<file path="src/rtl/cache_pkg.sv">
// cache_pkg: shared types and address helpers for the multi-port cache controller
package cache_pkg;
  localparam int RSP_PORT_MAX = 8;
  localparam int RSP_DATA_MAX = 64;
  typedef enum logic [2:0] {IDLE, LOOKUP, REFILL, WRITE, RESP} state_t;
  typedef struct packed {
    logic [RSP_PORT_MAX-1:0] port;
    logic                    we;
    logic                    hit;
    logic [RSP_DATA_MAX-1:0] data;
  } rsp_t;
  function automatic int clog2(input int n);
    int r = 0;
    while ((1 << r) < n) r++;
    return r;
  endfunction
  function automatic logic [63:0] addr_tag(input logic [63:0] a, input int off_w, input int idx_w);
    return a >> (off_w + idx_w);
  endfunction
  function automatic logic [63:0] addr_idx(input logic [63:0] a, input int off_w, input int idx_w);
    return (a >> off_w) & ((64'd1 << idx_w) - 64'd1);
  endfunction
  function automatic logic [63:0] addr_off(input logic [63:0] a, input int off_w);
    return a & ((64'd1 << off_w) - 64'd1);
  endfunction
endpackage

</file>
<file path="src/rtl/rr_arbiter.sv">
// rr_arbiter: round-robin grant searching upward from a rotating pointer
module rr_arbiter
  import cache_pkg::*;
#(
  parameter  int NUM_PORTS = 2,
  localparam int PORT_W    = clog2(NUM_PORTS)
) (
  input  logic                 clk,
  input  logic                 rst_n,
  input  logic [NUM_PORTS-1:0] req,
  input  logic                 adv,
  output logic [NUM_PORTS-1:0] gnt,
  output logic [PORT_W-1:0]    gnt_id
);
  logic [PORT_W-1:0]    ptr;
  logic [NUM_PORTS-1:0] rot;
  logic                 found;
  int                   sel;
  always_comb begin
    rot   = NUM_PORTS'({req, req} >> ptr);
    found = 1'b0;
    sel   = 0;
    for (int i = NUM_PORTS - 1; i >= 0; i--)
      if (rot[i]) begin
        found = 1'b1;
        sel   = i;
      end
    gnt_id = PORT_W'((int'(ptr) + sel) % NUM_PORTS);
    gnt    = found ? NUM_PORTS'(1) << gnt_id : '0;
  end
  always_ff @(posedge clk or negedge rst_n)
    if (!rst_n) ptr <= '0;
    else if (adv) ptr <= PORT_W'((int'(gnt_id) + 1) % NUM_PORTS);
endmodule

</file>
<file path="src/rtl/mp_cache_ctrl.sv">
// mp_cache_ctrl: round-robin multi-port direct-mapped write-through cache controller
module mp_cache_ctrl
  import cache_pkg::*;
#(
  parameter  int NUM_PORTS      = 2,
  parameter  int ADDR_W         = 12,
  parameter  int DATA_W         = 8,
  parameter  int NUM_LINES      = 16,
  parameter  int WORDS_PER_LINE = 2,
  localparam int PORT_W         = clog2(NUM_PORTS),
  localparam int IDX_W          = clog2(NUM_LINES),
  localparam int OFF_W          = clog2(WORDS_PER_LINE),
  localparam int TAG_W          = ADDR_W - IDX_W - OFF_W
) (
  input  logic                        clk,
  input  logic                        rst_n,
  input  logic [NUM_PORTS-1:0]        req_valid,
  output logic [NUM_PORTS-1:0]        req_ready,
  input  logic [NUM_PORTS-1:0]        req_we,
  input  logic [NUM_PORTS*ADDR_W-1:0] req_addr,
  input  logic [NUM_PORTS*DATA_W-1:0] req_wdata,
  output logic                        rsp_valid,
  output logic [PORT_W-1:0]           rsp_port,
  output logic                        rsp_we,
  output logic                        rsp_hit,
  output logic [DATA_W-1:0]           rsp_rdata,
  output logic                        mem_req,
  output logic                        mem_we,
  output logic [ADDR_W-1:0]           mem_addr,
  output logic [DATA_W-1:0]           mem_wdata,
  input  logic                        mem_ack,
  input  logic [DATA_W-1:0]           mem_rdata
);
  state_t                 state, state_n;
  logic [NUM_PORTS-1:0]   gnt;
  logic [PORT_W-1:0]      gnt_id;
  logic                   accept, hit, last;
  logic [ADDR_W-1:0]      r_addr;
  logic [DATA_W-1:0]      r_wdata;
  logic [OFF_W-1:0]       cnt;
  rsp_t                   rsp_q;
  logic [NUM_LINES-1:0]   valid;
  logic [TAG_W-1:0]       tag_mem  [NUM_LINES];
  logic [DATA_W-1:0]      data_mem [NUM_LINES*WORDS_PER_LINE];
  logic [TAG_W-1:0]       tag;
  logic [IDX_W-1:0]       idx;
  logic [OFF_W-1:0]       off;

  assign tag    = TAG_W'(addr_tag(64'(r_addr), OFF_W, IDX_W));
  assign idx    = IDX_W'(addr_idx(64'(r_addr), OFF_W, IDX_W));
  assign off    = OFF_W'(addr_off(64'(r_addr), OFF_W));
  assign hit    = valid[idx] && tag_mem[idx] == tag;
  assign last   = cnt == OFF_W'(WORDS_PER_LINE - 1);
  assign accept = |gnt;

  // gating with rst_n keeps req_ready low while reset is held
  rr_arbiter #(.NUM_PORTS(NUM_PORTS)) u_arb (
    .clk    (clk),
    .rst_n  (rst_n),
    .req    (req_valid & {NUM_PORTS{state == IDLE && rst_n}}),
    .adv    (accept),
    .gnt    (gnt),
    .gnt_id (gnt_id)
  );
  assign req_ready = gnt;

  always_comb begin
    state_n = state;
    case (state)
      IDLE:    state_n = accept ? LOOKUP : IDLE;
      LOOKUP:  state_n = rsp_q.we ? WRITE : hit ? RESP : REFILL;
      REFILL:  state_n = mem_ack && last ? RESP : REFILL;
      WRITE:   state_n = mem_ack ? RESP : WRITE;
      default: state_n = IDLE;
    endcase
  end

  always_ff @(posedge clk or negedge rst_n)
    if (!rst_n) state <= IDLE;
    else state <= state_n;

  always_ff @(posedge clk or negedge rst_n)
    if (!rst_n) begin
      rsp_q   <= '0;
      r_addr  <= '0;
      r_wdata <= '0;
      cnt     <= '0;
      valid   <= '0;
    end else begin
      if (accept) begin
        rsp_q.port <= RSP_PORT_MAX'(gnt_id);
        rsp_q.we   <= req_we[gnt_id];
        r_addr     <= req_addr[gnt_id*ADDR_W +: ADDR_W];
        r_wdata    <= req_wdata[gnt_id*DATA_W +: DATA_W];
      end
      if (state == LOOKUP) begin
        rsp_q.hit  <= hit;
        rsp_q.data <= RSP_DATA_MAX'(rsp_q.we ? r_wdata : data_mem[{idx, off}]);
        cnt        <= '0;
      end
      if (state == REFILL && mem_ack) begin
        cnt <= cnt + 1'b1;
        if (cnt == off) rsp_q.data <= RSP_DATA_MAX'(mem_rdata);
        if (last) valid[idx] <= 1'b1;
      end
    end

  always_ff @(posedge clk) begin
    if (state == LOOKUP && rsp_q.we && hit) data_mem[{idx, off}] <= r_wdata;
    if (state == REFILL && mem_ack) begin
      data_mem[{idx, cnt}] <= mem_rdata;
      if (last) tag_mem[idx] <= tag;
    end
  end

  assign mem_req   = state == REFILL || state == WRITE;
  assign mem_we    = state == WRITE;
  assign mem_addr  = state == REFILL ? {tag, idx, cnt} : state == WRITE ? r_addr : '0;
  assign mem_wdata = mem_we ? r_wdata : '0;
  assign rsp_valid = state == RESP;
  assign rsp_port  = PORT_W'(rsp_q.port);
  assign rsp_we    = rsp_q.we;
  assign rsp_hit   = rsp_q.hit;
  assign rsp_rdata = DATA_W'(rsp_q.data);
endmodule
</file>
<file path="config.mk">
export PLATFORM = sky130hd
export DESIGN_NAME = mp_cache_ctrl
export DESIGN_NICKNAME = d
export VERILOG_FILES = /design/src/rtl/cache_pkg.sv /design/src/rtl/rr_arbiter.sv /design/src/rtl/mp_cache_ctrl.sv
export SDC_FILE = /design/constraint.sdc
export NUM_CORES = 1
export LEC_CHECK = 0
export CAP_MARGIN = 15
export CORE_MARGIN = 10
export CORE_UTILIZATION = 42
export DETAILED_ROUTE_END_ITERATION = 10
export PLACE_DENSITY_LB_ADDON = 0.15
export SLEW_MARGIN = 5
export SYNTH_ARGS = -nofsm -noshare
export SYNTH_HDL_FRONTEND = slang
export SYNTH_SLANG_ARGS = --single-unit
</file>
<file path="constraint.sdc">
create_clock -name clk -period 8.42 [get_ports clk]
set_input_delay 2.526 -clock clk [delete_from_list [all_inputs] [get_ports clk]]
set_output_delay 2.526 -clock clk [all_outputs]
set_load 0.02 [all_outputs]
</file>
==> results of run 1 <==
per-layer routing:
metal  GRT usage (%)  up-vias  part of all wire, %
met4            5.12        0                  2.3
met5               0        -                    0
met3            2.91       54                  4.0
li1                -     4072                    -
met2            26.9      178                   50
met1            22.0     4805                   44
cell type report:
type,count,area [µm²]
clock buffers,53,1180
clock inverters,29,317
fillers,3423,20500
inverters,39,146
multi-input cells,448,4460
flip-flops and latches,420,12400
well taps,532,666
repair buffers,114,1070
path summary, 6_finish.rpt:
path	startpoint	to	slack [ns]	cells after the start
worst max-delay path	rst_n	req_ready[0]	1.86	5
worst min-delay path	valid[6]	valid[6]	0.46	1
worst max register to register	r_addr[1]	data_mem[6][5]	3.44	8
worst min register to register	valid[6]	valid[6]	0.46	1
max in group asynchronous	rst_n	r_addr[0]	5.72	2
min in group asynchronous	rst_n	r_addr[5]	2.14	2
cells in the mapped netlist, drive strengths merged:
cell / count
edfxtp: 368
o211ai: 1
nand4: 5
a21boi: 3
a22o: 1
a221o: 1
nor3b: 1
inv: 39
nand2b: 22
nand3: 27
dfrtp: 52
nor2: 27
and2: 14
a22oi: 4
a31o: 3
and3: 9
and4: 1
clkbuf: 33
a21oi: 34
and3b: 1
o21ai: 20
o31ai: 2
nor3: 22
mux2i: 32
mux2: 14
o22ai: 11
o221ai: 1
xnor2: 3
a222oi: 21
a221oi: 3
nor4b: 1
xor2: 5
nor2b: 24
mux4: 97
buf: 29
a21o: 2
or2: 2
nand2: 34
state kept, by name, indices dropped and copies added (netlist names):
register,count
cnt,1
data_mem,256
r_addr,12
r_wdata,8
rsp_hit,1
rsp_port,1
rsp_rdata,8
rsp_we,1
state,3
tag_mem,112
u_arb.ptr,1
valid,16
through the flow:
| step | utilization, % | setup WS, ns |
|---|---|---|
| detailed placement | 45.9 | 1.88 |
| floorplan | - | 2.27 |
| finish | 49.6 | 1.86 |
| global placement | 45.9 | 1.92 |
| global route | 49.6 | 1.68 |
| CTS | 49.6 | 1.88 |
critical path: cells and delay by family:
family	cells	cell delay, ns
buffers and inverters	2	0.74
and+or+nand+nor	2	0.57
AOI/OAI and AO/OA	1	0.19
cells by family (layout without fill, tap and decap cells):
group           Yosys count  count (layout)
flops                   420             420
simple gates            190             190
mux                     143             143
compound gates          107             107
buf+inv                 101             235
xor+xnor                  8               8
power by group:
part,internal (mW),leakage [nW],switching (mW)
Clock,1.19,0.732,0.798
Sequential,2.71,3.99,0.267
Combinational,0.908,2.19,1.24
==> impl_results.md, run 1 <==
* Status: finished clean
* Area grow syn2layout at 17.0%
* Post-Synth Adder-Cell Area at 0%
* Final HPWL DP at 26.4 mm
* Setup TNS at 0 ns
* Min Tclk post-route at 6.56 ns
* Residual overflow from global routing at 0
* Commonest non-fill, non-tap cell in the layout: edfxtp_1
* Largest family of logic cells by synthesized area: multiplexers
* Worst-Margin Slew at 1.01 ns
* Peak supply drop at 258 µV
* Core area at 0.0407 mm²
* Post-synthesis mux area share at 15.4%
* FP Rows at 74
* Mean Syn Cell Area at 17.8 µm²
* Crit path max fanout at 3
* Post_cts resized at 0
* Placer congestion estimate at 0.824
* Die ar. at 0.0496 mm²
* Dpl cells at 1,552
* PnR Total Power at 7.11 mW
* H-Tree Depth at 2
* # hold bufs at CTS at 0
* Critical Path End Type: primary output
* First-pass GRT wire length at 62.3 mm
* Seq/Total Area, Yosys at 71.5%
* Post-route ant nets at 0
* Port buffer count at 90
* Critical Path RT at 5.89 ns
* Final instance area at 0.0202 mm²
* Count of pins over their slew limit at 0
* Nets@finish at 1,122
* Routed WL at 40.7 mm
* Setup Skew at 0.0258 ns
* Placed instance area at 0.0187 mm²
* N_diodes at 0
* Die height at 223 µm
* Final Cycle Share at 77.9%
* Maximum capacitance violations at 0
* Power Density at 352 mW/mm²
* # DRC at 0
* Post-CTS setup buffer count at 0
* Post-Layout Cell Count at 1,635
* Synth Area in Simple Gates at 5.82%
* Synth area leader: edfxtp_1
* Vias per cell at 5.57
* CP Cell Sequence: buf_2, nor4b_1, nand2_1, a21oi_1, clkdlybuf4s50_1
* Synth top area cells: edfxtp_1 64%, mux4_2 13%, dfrtp_1 7.5%, mux2i_1 1.9%, a222oi_1 1.2%
* Drt wl/cell at 24.9 µm
* Final Setup Violations at 0
* Clk Latency, worst-skew pair at 0.57 ns
* CP max-delay cell: clkdlybuf4s50_1
* Yosys reg bits at 420
* Setup CP Type: primary input to primary output
* Worst-path clk slew at 0.06 ns
* DRT iter0 DRCs at 961
* CTS tree: done
* Tot GR Track Use at 16.5%
* Die W at 223 µm
* CP peak stage delay at 0.64 ns
* Fmax at 0.152 GHz
* Xor-xnor portion of the synthesized cell area at 0.406%
* Leakage at 6.91 nW
* Post-synthesis cell count at 969
* Data arrival, critical path at 4.03 ns
* Worst Hold Slack at 0.460 ns
* Initial antenna violation count at 0
* Max Root-Sink Buffers at 3
* Top Ports at 91
* CP Launch Type: primary input
* RSZ-0062 raised after global routing: no
* Syn nets at 1,024
* Post-synthesis compound-gate area fraction at 4.20%
* Most frequent cells in the layout: 368 x edfxtp_1, 97 x mux4_2, 89 x clkdlybuf4s50_1
* Clock Tree Root: clkbuf_16
* Vias in the first global route at 9,527
* Slew headroom at 32.1%
* Inserted Clock Buffers at 44
* CTS sink cnt at 420
* Synth cell types at 47
* Vias at 9,109
* Pin count of the biggest net entering global routing at 54
* Post-Syn Area at 0.0173 mm²
* YS warnings at 0
* Synth top area share at 64.0%
* First-pass iteration count of the detailed router at 8
* Hold WC Path Type: flop to flop
* Share of cells above drive strength 1 at 20.0%
* Starting density of the core at 42.4%
* Final hold viol count at 0
Note: power is estimated with default switching activity, not from simulation.
==> inputs of run 2 (changes only) <==
==> constraint.sdc (replaced) <==
create_clock -name clk -period 6 [get_ports clk]
set_input_delay 1.8 -clock clk [delete_from_list [all_inputs] [get_ports clk]]
set_output_delay 1.8 -clock clk [all_outputs]
set_load 0.02 [all_outputs]
==> run 2 against run 1 <==
  * Routed wire length up 3.4%
  * Non-clock buffer count up 7
  * Die area unchanged
  * Setup slack worse by 0.94 ns
  * First-iteration DRC count down 15%
  * Power up 42%
  * Critical path type unchanged
  * Worst hold slack better by 0.0091 ns
  * Sequential power up 43%
  * Count of clock-buffer cells in the layout up 3
==> impl_results.md, run 2 (synthesized netlist as in run 1, its figures left out) <==
* N_diodes at 0 (unchanged)
* Critical Path End Type: primary output
* Setup TNS at 0 ns (unchanged)
* Vias per cell at 5.64 (+1.1%)
* Area grow syn2layout at 17.4%
* Commonest non-fill, non-tap cell in the layout: edfxtp_1
* Die ar. at 0.0496 mm² (unchanged)
* CP Launch Type: primary input
* Power Density at 498 mW/mm² (+42%)
* Final hold viol count at 0 (unchanged)
* Vias in the first global route at 9,630 (+1.1%)
* M1 GR Usage at 22.9% (+0.89 points)
* RSZ-0062 raised after global routing: no
* Met3 GRT Util at 2.51% (-0.41 points)
* Most frequent cells in the layout: 368 x edfxtp_1, 97 x mux4_2, 89 x clkdlybuf4s50_1
* Leakage at 6.95 nW (+0.54%)
* Final HPWL DP at 27.2 mm (+3.3%)
* Peak supply drop at 430 µV (+66%)
* Core area at 0.0407 mm² (unchanged)
* Hold WC Path Type: flop to flop
* Status: finished clean
* DRT iter0 DRCs at 813 (-15%)
* Share of cells above drive strength 1 at 19.6% (-0.40 points)
* Post_cts resized at 0 (unchanged)
* Die height at 223 µm (unchanged)
* Pin count of the biggest net entering global routing at 53 (-1.9%)
* Critical Path RT at 4.20 ns (-1.69 ns)
* # fillers at 3,404 (-0.56%)
* Count of pins over their slew limit at 0 (unchanged)
* Setup Skew at 0.0281 ns (+0.00228 ns)
* Maximum capacitance violations at 0 (unchanged)
* Residual overflow from global routing at 0 (unchanged)
* Final Setup Violations at 0 (unchanged)
* # DRC at 0 (unchanged)
* Routed WL at 42.1 mm (+3.4%)
* Data arrival, critical path at 3.28 ns (-0.75 ns)
* Worst-path clk slew at 0.07 ns (about the same)
* Top Ports at 91 (unchanged)
* Dpl ws at 0.916 ns (-0.959 ns)
* Clock Tree Root: clkbuf_16
* Drt wl/cell at 25.7 µm (+2.9%)
* M2 GR Usage at 27.2% (+0.39 points)
* Clk Latency, worst-skew pair at 0.58 ns (about the same)
* PnR Total Power at 10.1 mW (+42%)
* Tot GR Track Use at 16.8% (+0.36 points)
* Global routing's busiest layer: met2
* H-Tree Depth at 2 (unchanged)
* Largest register FFs at 256 (unchanged)
* Post-CTS setup buffer count at 0 (unchanged)
* Setup CP Type: primary input to primary output
* Initial antenna violation count at 0 (unchanged)
* Vias at 9,253 (+1.6%)
* Nets@finish at 1,130 (+0.71%)
* Fmax at 0.197 GHz
* Starting density of the core at 42.4% (unchanged)
* FF+latch area at 0.0124 mm² (unchanged)
* Min Tclk post-route at 5.08 ns
* Worst-Margin Slew at 1.07 ns (+0.0540 ns)
* Crit path max fanout at 3 (unchanged)
* First-pass GRT wire length at 63.9 mm (+2.6%)
* Placer congestion estimate at 0.839 (+1.8%)
* Fin worst setup slack at 0.920 ns (-0.939 ns)
* Largest reg by FF count: data_mem
* Largest regs: data_mem: 256 flops, tag_mem: 112 flops, valid: 16 flops
* Final Cycle Share at 84.7%
* CTS tree: done
* Post-route ant nets at 0 (unchanged)
* Slew headroom at 28.5% (-3.6 points)
* Die W at 223 µm (unchanged)
* Max Root-Sink Buffers at 3 (unchanged)
* First-pass iteration count of the detailed router at 9 (+1)
* Area of the multi-input gates at 0.00446 mm² (unchanged)
* Port buffer count at 90 (unchanged)
* FP Rows at 74 (unchanged)
* Inserted Clock Buffers at 45 (+2.3%)
* CTS sink cnt at 420 (unchanged)
* # hold bufs at CTS at 0 (unchanged)
-- run 2: worst max-delay path: stages --
cell and delay [ns]:
buf_2 0.08, nor4b_1 0.39, nand2_1 0.17, a21oi_1 0.20, clkdlybuf4s50_1 0.64
-- run 2: layout make-up --
class | instances | share of cell area [%]
tap | 532 | 3.28
inverter | 39 | 0.722
sequential | 420 | 61.0
clock inverter | 26 | 1.63
clock buffer | 56 | 5.81
multi-input combinational | 448 | 22.0
timing repair buffer | 121 | 5.56
-- run 2: worst paths after layout --
check	from	to	slack (ns)	depth (start not counted)
worst max-delay path	rst_n	req_ready[0]	0.92	5
worst min-delay path	valid[4]	valid[4]	0.47	1
worst max register to register	r_addr[1]	data_mem[4][0]	1.19	6
worst min register to register	valid[4]	valid[4]	0.47	1
max in group asynchronous	rst_n	r_addr[1]	4.07	2
min in group asynchronous	rst_n	rsp_port	1.38	2
-- run 2: layer usage --
metal	vias up	share of wire, %
met5	-	0
met4	0	2.6
met3	72	3.9
met2	228	49
met1	4876	45
li1	4077	-
-- run 2: per-stage QoR --
| stage | utilization [%] | area [µm²] | std cells | hold slack, ns |
|---|---|---|---|---|
| floorplan | - | 17300 | 969 | 0.429 |
| global placement | 46.0 | 18700 | 1558 | 0.445 |
| detailed placement | 46.1 | 18800 | 1560 | 0.449 |
| CTS | 49.8 | 20300 | 1642 | 0.466 |
| global route | 49.8 | 20300 | 1642 | 0.484 |
| finish | 49.8 | 20300 | 1642 | 0.469 |
-- run 2: power breakdown --
group	leakage, nW	internal, mW	switching, mW
Combinational	2.23	1.28	1.71
Sequential	3.99	3.80	0.467
Clock	0.734	1.70	1.14
==> inputs of run 3 (changes only) <==
==> constraint.sdc (replaced) <==
create_clock -name clk -period 4.1 [get_ports clk]
set_input_delay 1.23 -clock clk [delete_from_list [all_inputs] [get_ports clk]]
set_output_delay 1.23 -clock clk [all_outputs]
set_load 0.02 [all_outputs]
==> run 3 against run 2 <==
  * Via count increased by 0.92%
  * Clock power increased by 39%
  * Cell count increased by 1.9%
  * Cell area increased by 1.1%
  * Flip-flop and latch count unchanged
  * Sequential share of layout area decreased by 0.64 points
  * Combinational power increased by 55%
  * Die area unchanged
  * Power increased by 45%
  * Worst hold slack got worse by 0.0076 ns
  * Routed wire length decreased by 2.0%
  * Critical path depth decreased by 1
==> impl_results.md, run 3 (synthesized netlist as in run 1, its figures left out) <==
* Dpl cells at 1,590 (+1.9%)
* Count of pins over their slew limit at 0 (unchanged)
* RSZ-0062 raised after global routing: no
* First-pass GRT wire length at 62.4 mm (-2.2%)
* Vias per cell at 5.58 (-0.95%)
* Final Setup Violations at 0 (unchanged)
* Leakage at 7.10 nW (+2.2%)
* Top Ports at 91 (unchanged)
* Clk Latency, worst-skew pair at 0.57 ns (about the same)
* Residual overflow from global routing at 0 (unchanged)
* Worst r2r path cells at 9 (+3)
* CTS tree: done
* Tot GR Track Use at 16.4% (-0.37 points)
* Power Density at 717 mW/mm² (+44%)
* Die height at 223 µm (unchanged)
* Hold WC Path Type: flop to flop
* Largest reg by FF count: data_mem
* Hold Crit Depth at 1 (unchanged)
* DRT iter0 DRCs at 798 (-1.8%)
* Final HPWL DP at 27.0 mm (-0.86%)
* Largest register FFs at 256 (unchanged)
* Fin worst setup slack at 0.242 ns (-0.678 ns)
* Inserted Clock Buffers at 44 (-2.2%)
* Most frequent cells in the layout: 368 x edfxtp_1, 97 x mux4_2, 89 x clkdlybuf4s50_1
* Core area at 0.0407 mm² (unchanged)
* CP max-delay cell: clkdlybuf4s50_1
* Max Root-Sink Buffers at 3 (unchanged)
* Starting density of the core at 42.4% (unchanged)
* Crit path max fanout at 3 (unchanged)
* Pin count of the biggest net entering global routing at 53 (unchanged)
* Maximum capacitance violations at 0 (unchanged)
* CP Cell Sequence: clkdlybuf4s50_1, nand2_1, a21oi_1, clkdlybuf4s50_1
* Status: finished clean
* Die W at 223 µm (unchanged)
* First-pass iteration count of the detailed router at 5 (-4)
* Fmax at 0.259 GHz
* CTS sink cnt at 420 (unchanged)
* Area of the multi-input gates at 0.00447 mm² (+0.14%)
* Worst-Margin Slew at 0.942 ns (-0.124 ns)
* # DRC at 0 (unchanged)
* Final instance area at 0.0205 mm² (+1.1%)
* Data arrival, critical path at 2.63 ns (-0.65 ns)
* Die ar. at 0.0496 mm² (unchanged)
* Crit path top cell by count: clkdlybuf4s50_1
* FF+latch area at 0.0124 mm² (unchanged)
* Largest regs: data_mem: 256 flops, tag_mem: 112 flops, valid: 16 flops
* Min Tclk post-route at 3.86 ns
* Setup CP Type: primary input to primary output
* Port buffer count at 90 (unchanged)
* Final Cycle Share at 94.1%
* CP Launch Type: primary input
* Setup TNS at 0 ns (unchanged)
* Commonest non-fill, non-tap cell in the layout: edfxtp_1
* # hold bufs at CTS at 0 (unchanged)
* Slew headroom at 37.2% (+8.7 points)
* Placer congestion estimate at 0.846 (+0.77%)
* # fillers at 3,380 (-0.71%)
* FP Rows at 74 (unchanged)
* Area grow syn2layout at 18.6%
* Initial antenna violation count at 0 (unchanged)
* Worst Hold Slack at 0.461 ns (-0.00762 ns)
* Share of cells above drive strength 1 at 22.1% (+2.4 points)
* Vias at 9,338 (+0.92%)
* H-Tree Depth at 2 (unchanged)
* Final hold viol count at 0 (unchanged)
* Post-route ant nets at 0 (unchanged)
* Placed instance area at 0.0190 mm² (+1.3%)
* Nets@finish at 1,160 (+2.7%)
* Worst-path clk slew at 0.06 ns (about the same)
* Critical Path RT at 2.87 ns (-1.33 ns)
* N_diodes at 0 (unchanged)
* Setup Skew at 0.0211 ns (-0.00700 ns)
* Clock Tree Root: clkbuf_16
* Routed WL at 41.3 mm (-2.0%)
* Peak supply drop at 386 µV (-10%)
* Drt wl/cell at 24.7 µm (-3.8%)
* Post-Layout Cell Count at 1,673 (+1.9%)
* Dpl ws at 0.115 ns (-0.801 ns)
* Critical Path End Type: primary output
* Vias in the first global route at 9,657 (+0.28%)
* CP peak stage delay at 0.64 ns (about the same)
run 3: metal layers:
layer  GRT usage (%)  part of all wire (%)  up-vias
li1                -                     -     4148
met1            22.1                    44     4935
met2            27.2                    50      194
met3            2.36                   3.9       61
met4            5.03                   2.3        0
met5               0                     0        -
run 3: layout make-up:
class / count / area share (%)
flip-flops and latches: 420 / 60.3
repair buffers: 152 / 6.87
well taps: 532 / 3.25
clock buffers: 54 / 5.71
multi-input cells: 448 / 21.8
inverters: 39 / 0.715
clock inverters: 28 / 1.29
run 3: path summary, 6_finish.rpt:
| kind | startpoint | slack [ns] | to |
|---|---|---|---|
| min reg2reg | valid[10] | 0.46 | valid[10] |
| min | valid[10] | 0.46 | valid[10] |
| min in group asynchronous | rst_n | 0.84 | r_addr[3] |
| max reg2reg | r_addr[1] | 0.26 | data_mem[26][3] |
| max in group asynchronous | rst_n | 2.71 | r_addr[0] |
| max | req_valid[0] | 0.24 | req_ready[0] |
run 3: timing repair:
item,in CTS,in global routing
endpoints found under the setup margin,0,96
gates resized for setup,0,1
setup buffers,0,1
run 3: critical path: cells and delay by family:
| family | cells | cell delay [ns] |
|---|---|---|
| buffers and inverters | 2 | 1.12 |
| and+or+nand+nor | 1 | 0.08 |
| AOI/OAI and AO/OA | 1 | 0.19 |
run 3: metrics by stage:
stage          util [%]  total power, mW
6_report           50.3             14.7
3_5_place_dp       46.7             10.9
4_1_cts            50.2             14.8
3_3_place_gp       46.7             10.8
5_1_grt            50.3             15.4
2_1_floorplan         -             9.03
run 3: where the power goes:
part / switching [mW] / internal (mW)
clock: 1.62 / 2.34
combinational: 2.60 / 2.02
sequential: 0.539 / 5.55
